[src/rtl/pcs_tx_sequencer.sv]
`default_nettype none
// ============================================================================
// Module      : pcs_tx_sequencer
// Description : PCS transmit ordered-set sequencer. Turns the GMII transmit
//               stream into 8b/10b code groups, inserting /I/, /S/, /T/, /R/
//               and /V/ while keeping ordered sets even-aligned.
// Revision    : 1.0 - initial release
// ============================================================================
module pcs_tx_sequencer (
   input  logic        clk_125,
   input  logic        reset,
   input  logic        mac_tx_en,
   input  logic        mac_tx_er,
   input  logic [7:0]  mac_txd,
   input  logic        xcvr_tx_ready,
   output logic [7:0]  xcvr_txd,
   output logic        xcvr_tx_datak,
   output logic        tx_even,
   output logic        tx_busy,
   output logic [15:0] tx_frames,
   output logic [7:0]  tx_aborts
);

   localparam logic [7:0] COMMA_CODE = 8'hBC;
   localparam logic [7:0] IDLE_DATA  = 8'h50;
   localparam logic [7:0] SOP_CODE   = 8'hFB;
   localparam logic [7:0] EOP_CODE   = 8'hFD;
   localparam logic [7:0] EXT_CODE   = 8'hF7;
   localparam logic [7:0] ERR_CODE   = 8'hFE;
   localparam logic [7:0] ABORT_MAX  = 8'hFF;

   // The state names the code group currently on xcvr_txd.
   typedef enum logic [2:0] {
      IDLE_K = 3'd0,
      IDLE_D = 3'd1,
      SOP    = 3'd2,
      DATA   = 3'd3,
      ABORT  = 3'd4,
      EOP_T  = 3'd5,
      R1     = 3'd6,
      R2     = 3'd7
   } state_t;

   state_t     state;
   state_t     state_nxt;
   logic [7:0] txd_nxt;
   logic       datak_nxt;
   logic       busy_nxt;
   logic       wait_low;

   // Next-state selection and the code group that state will place on the line.
   always_comb begin
      state_nxt = IDLE_K;
      txd_nxt   = COMMA_CODE;
      datak_nxt = 1'b1;
      busy_nxt  = 1'b1;

      case (state)
         IDLE_K: state_nxt = IDLE_D;   // octet offered here is dropped
         IDLE_D: begin
            if (mac_tx_en && xcvr_tx_ready && !wait_low)
               state_nxt = SOP;
            else
               state_nxt = IDLE_K;
         end
         SOP, DATA: begin
            // Losing the transceiver mid-frame beats a normal frame end.
            if (!xcvr_tx_ready)
               state_nxt = ABORT;
            else if (mac_tx_en)
               state_nxt = DATA;
            else
               state_nxt = EOP_T;
         end
         ABORT:   state_nxt = EOP_T;
         EOP_T:   state_nxt = R1;
         // A second /R/ is only needed when R1 sits in an even slot.
         R1:      state_nxt = tx_even ? R2 : IDLE_K;
         R2:      state_nxt = IDLE_K;
         default: state_nxt = IDLE_K;
      endcase

      case (state_nxt)
         IDLE_K: begin
            txd_nxt   = COMMA_CODE;
            datak_nxt = 1'b1;
            busy_nxt  = 1'b0;
         end
         IDLE_D: begin
            txd_nxt   = IDLE_DATA;
            datak_nxt = 1'b0;
            busy_nxt  = 1'b0;
         end
         SOP:   txd_nxt = SOP_CODE;
         DATA: begin
            txd_nxt   = mac_tx_er ? ERR_CODE : mac_txd;
            datak_nxt = mac_tx_er;
         end
         ABORT: txd_nxt = ERR_CODE;
         EOP_T: txd_nxt = EOP_CODE;
         default: txd_nxt = EXT_CODE;   // R1, R2
      endcase
   end

   // State, line outputs, slot parity and the restart-inhibit flag.
   always_ff @(posedge clk_125 or posedge reset) begin
      if (reset) begin
         state         <= IDLE_K;
         xcvr_txd      <= COMMA_CODE;
         xcvr_tx_datak <= 1'b1;
         tx_even       <= 1'b1;
         tx_busy       <= 1'b0;
         wait_low      <= 1'b0;
      end else begin
         state         <= state_nxt;
         xcvr_txd      <= txd_nxt;
         xcvr_tx_datak <= datak_nxt;
         tx_even       <= ~tx_even;
         tx_busy       <= busy_nxt;
         // Seeing mac_tx_en low ends the aborted frame, even on the abort edge.
         wait_low      <= (wait_low | (state_nxt == ABORT)) & mac_tx_en;
      end
   end

   // Frame counter wraps; abort counter saturates; each updates on its own.
   always_ff @(posedge clk_125 or posedge reset) begin
      if (reset) begin
         tx_frames <= 16'd0;
         tx_aborts <= 8'd0;
      end else begin
         if (state_nxt == EOP_T)
            tx_frames <= tx_frames + 16'd1;
         if ((state_nxt == ABORT) && (tx_aborts != ABORT_MAX))
            tx_aborts <= tx_aborts + 8'd1;
      end
   end

endmodule
`default_nettype wire

[config.mk]
export PLATFORM = sky130hd
export DESIGN_NAME = pcs_tx_sequencer
export DESIGN_NICKNAME = d
export VERILOG_FILES = /design/src/rtl/pcs_tx_sequencer.sv
export SDC_FILE = /design/constraint.sdc
export NUM_CORES = 1
export LEC_CHECK = 0
export CELL_PAD_IN_SITES_DETAIL_PLACEMENT = 0
export CELL_PAD_IN_SITES_GLOBAL_PLACEMENT = 1
export CORE_ASPECT_RATIO = 1.75
export CORE_MARGIN = 2
export CORE_UTILIZATION = 40
export CTS_CLUSTER_SIZE = 25
export DETAILED_ROUTE_END_ITERATION = 8
export DONT_BUFFER_PORTS = 1
export GPL_ROUTABILITY_DRIVEN = 1
export PLACE_DENSITY = 0.68
export SYNTH_ARGS = -nofsm -noshare
export SYNTH_HDL_FRONTEND = slang
export SYNTH_SLANG_ARGS = --single-unit
[constraint.sdc]
create_clock -name clk_125 -period 1.6 [get_ports clk_125]
set_input_delay 0.32 -clock clk_125 [delete_from_list [all_inputs] [get_ports clk_125]]
set_output_delay 0.32 -clock clk_125 [all_outputs]
set_load 0.05 [all_outputs]
==> impl_metrics.py <==
metrics = {
    "power": {
        "clkPwrFrac": 0.149,
        "power.switching_mw": 2.086,
        "seqPwrFrac": 0.420,
        "p_leak_nw": 1.106,
        "intPower_mw": 2.430,
        "vdd_drop_max_mv": 1.033,
        "power_density_mw_per_mm2": 1952,
        "sw_frac_of_total": 0.4619,
        "pwr-share-comb": 0.431,
    },
    "worst_setup_path": {
        "cpPeakStageDelay_ps": 460,
        "ff2ff_path_depth": 6,
        "worstPathArrival_ps": 1730,
        "critPathSlowestCell": "dfrtp_2",
        "endpoint_kind": "flip-flop",
        "crit_path_cell_trace": "buf_6, and2b_2, a22oi_4, nand4b_4, nor2_1, xor2_1",
        "critical_path_class": "reg -> reg",
        "cp_data_required_time_ps": 1760,
        "cp_max_fo": 6,
        "start_kind": "flip-flop",
    },
    "yosys": {
        "synth_warnings": 0,
        "synth.avg_cell_area_sq_um": 11.58,
        "yosys.cell_types.count": 41,
        "synth.ff_latch_count": 39,
        "synth_edf_count": 0,
        "syn_nets": 174,
        "synth-main-ff-cell": "dfrtp_1",
        "ys_async_sr_fraction": 1.000,
        "syn_inst": 159,
        "yosysSeqAreaShare": 0.5346,
        "syn_area_sq_mm": 0.001842,
    },
    "timing": {
        "finalHoldViolCount": 0,
        "finClkSkew_ps": 8.631,
        "relSlewSlack": 0.6658,
        "worst_pin_slew_ps": 501.2,
        "fin_setup_tns_ps": 0,
        "finalCritPeriodShare": 0.9807,
        "period_minus_slack_ps": 1569,
        "final-setup-viol-count": 0,
        "max_freq_mhz": 637.3,
        "rsz0062_at_grt": "yes",
        "finalMaxSlewViolations": 0,
    },
    "layout": {
        "multi_input_area_sq_um": 825.8,
        "nets": 217,
        "area_growth_pct": 25.61,
        "layout_commonest_cell": "buf_4",
        "drive_gt1_frac": 0.3990,
        "diodes": 0,
        "fillers": 415,
        "fin_util": 0.5253,
        "seqCellArea_sq_um": 994.7,
        "layout_common_cells": "buf_4, dfrtp_1, nor2_1",
    },
    "drt": {
        "final_antenna_net_count": 0,
        "firstDrtPassIters": 4,
        "drcViolationCount": 0,
        "wirelength_um": 4269,
        "num_vias": 1372,
        "vias_per_cell": 5.402,
        "drtIter0Drc": 42,
        "wire_per_inst_um": 16.81,
    },
    "place": {
        "dp_hpwl_um": 3140,
        "gp_congestion": 0.8603,
        "portBuffers": 0,
    },
    "global_routing": {
        "grt_max_degree": 40,
        "antenna_found_initial": 0,
        "grt_use_met3": 0.05647,
        "grt_busiest_layer": "met2",
        "use_met1": 0.1763,
        "grt_pass1_wl_um": 7072,
        "grt_pass1_vias": 1466,
        "met2_usage": 0.3234,
        "grt_overflow": 0,
        "grtUsageTotal": 0.1750,
    },
    "clock_tree": {
        "cts_max_level": 2,
        "cts_max_path_buffers": 2,
        "cts.sinks": 39,
        "numCtsBuffers": 5,
        "clk_pin_slew_ps": 80,
        "cts_tree": "done",
        "cts-root-buf": "clkbuf_8",
        "postCtsHoldBufs": 0,
        "clock_latency_ps": 290,
    },
    "floorplan": {
        "fp.coreArea_sq_mm": 0.004404,
        "start_util": 0.4182,
        "die_area_sq_mm": 0.005185,
        "pin_count": 48,
        "die_height_um": 93.77,
        "die_w_um": 55.30,
        "rows": 32,
    },
    "hold_path": {
        "hold_class": "in -> async",
    },
    "flow_run": {
        "maxCapViolations": 0,
    },
    "run_status": {
        "outcome": "complete, no violations",
    },
}
repair_timing:
action,4_1_cts,5_1_grt
buffers inserted,0,7
pin swaps,0,7
endpoints found under the setup margin,5,7
resized for setup,3,9
cell type report:
| type | instances | area share |
|---|---|---|
| Clock buffer | 7 | 0.03732 |
| Clock inverter | 1 | 0.002163 |
| Inverter | 9 | 0.01460 |
| Multi-Input combinational cell | 108 | 0.3569 |
| Sequential cell | 39 | 0.4300 |
| Tap cell | 51 | 0.02758 |
| Timing Repair Buffer | 39 | 0.1314 |
metrics by stage:
step,hold WS (ps),instances,cell area (sq um),power [mW],setup slack [ps]
floorplan,430.2,159,1849,3.198,-83.93
global placement,353.7,240,2135,3.632,52.41
detailed placement,363.9,240,2135,3.689,-27.14
CTS,45.26,248,2230,4.381,25.81
global route,71.17,254,2313,4.781,-32.36
finish,36.04,254,2313,4.516,30.89
kinds of logic (layout without fill, tap and decap cells):
logic type	after synthesis	in the layout	share of synthesized area
flops	39	39	0.5346
simple gates	63	63	0.2086
fa+ha+maj	2	2	0.01358
buf+inv	12	56	0.03260
mux	2	2	0.01223
compound gates	20	20	0.09851
xor+xnor	21	21	0.09987
Yosys cell counts (2+ instances only):
library cell / n / area (sq um)
o21a_1: 2 / 15.01
ha_1: 2 / 25.02
nor3b_2: 2 / 25.02
xor2_1: 8 / 70.07
a21oi_1: 3 / 15.01
nor2_1: 15 / 56.30
nand4_1: 7 / 43.79
buf_6: 2 / 22.52
dfrtp_1: 32 / 800.8
nand3_1: 12 / 60.06
o21ai_2: 3 / 26.28
dfstp_2: 7 / 183.9
o21ai_0: 3 / 15.01
mux2_2: 2 / 22.52
nand2_1: 11 / 41.29
and4_1: 2 / 17.52
xnor2_1: 13 / 113.9
inv_1: 9 / 33.78
nand2b_1: 2 / 12.51
metal layers:
layer | vias up | wire, um
met5 | - | 0
met4 | 0 | 91
met3 | 14 | 250
met2 | 50 | 2392
met1 | 677 | 1534
li1 | 631 | -
final timing paths:
path / startpoint / to / slack, ps
max in group asynchronous: reset / state[1]$_DFF_PP0_ / 1200
max: state[1]$_DFF_PP0_ / tx_frames[9]$_DFFE_PP0P_ / 30
max reg2reg: state[1]$_DFF_PP0_ / tx_frames[9]$_DFFE_PP0P_ / 30
min in group clk_125: mac_tx_er / xcvr_tx_datak$_DFF_PP1_ / 120
min reg2reg: wait_low$_DFF_PP0_ / wait_low$_DFF_PP0_ / 500
min: reset / tx_aborts[7]$_DFFE_PP0P_ / 40
power groups by stage:
stage               Combinational [mW]  Sequential [mW]  Clock, mW
global placement                  1.74             1.89          0
detailed placement                1.79             1.90          0
global route                      2.10             1.93      0.757
CTS                               1.79             1.89      0.696
finish                            1.95             1.90      0.673
floorplan                        0.887             2.31          0
worst max-delay path: cells and delay by family (launching register included):
| family | cells | cell delay (ps) |
|---|---|---|
| AND/OR/NAND/NOR | 3 | 510 |
| flip-flops | 1 | 460 |
| AO/OA/AOI/OAI | 1 | 190 |
| XOR/XNOR | 1 | 150 |
| buffers and inverters | 1 | 140 |
flip-flops by register name (all words and copies together), names as in the netlist:
register	count
tx_even	1
tx_busy	1
state	3
xcvr_tx_datak	1
xcvr_txd	8
tx_frames	16
wait_low	1
tx_aborts	8
(Power assumes the default switching activity.)
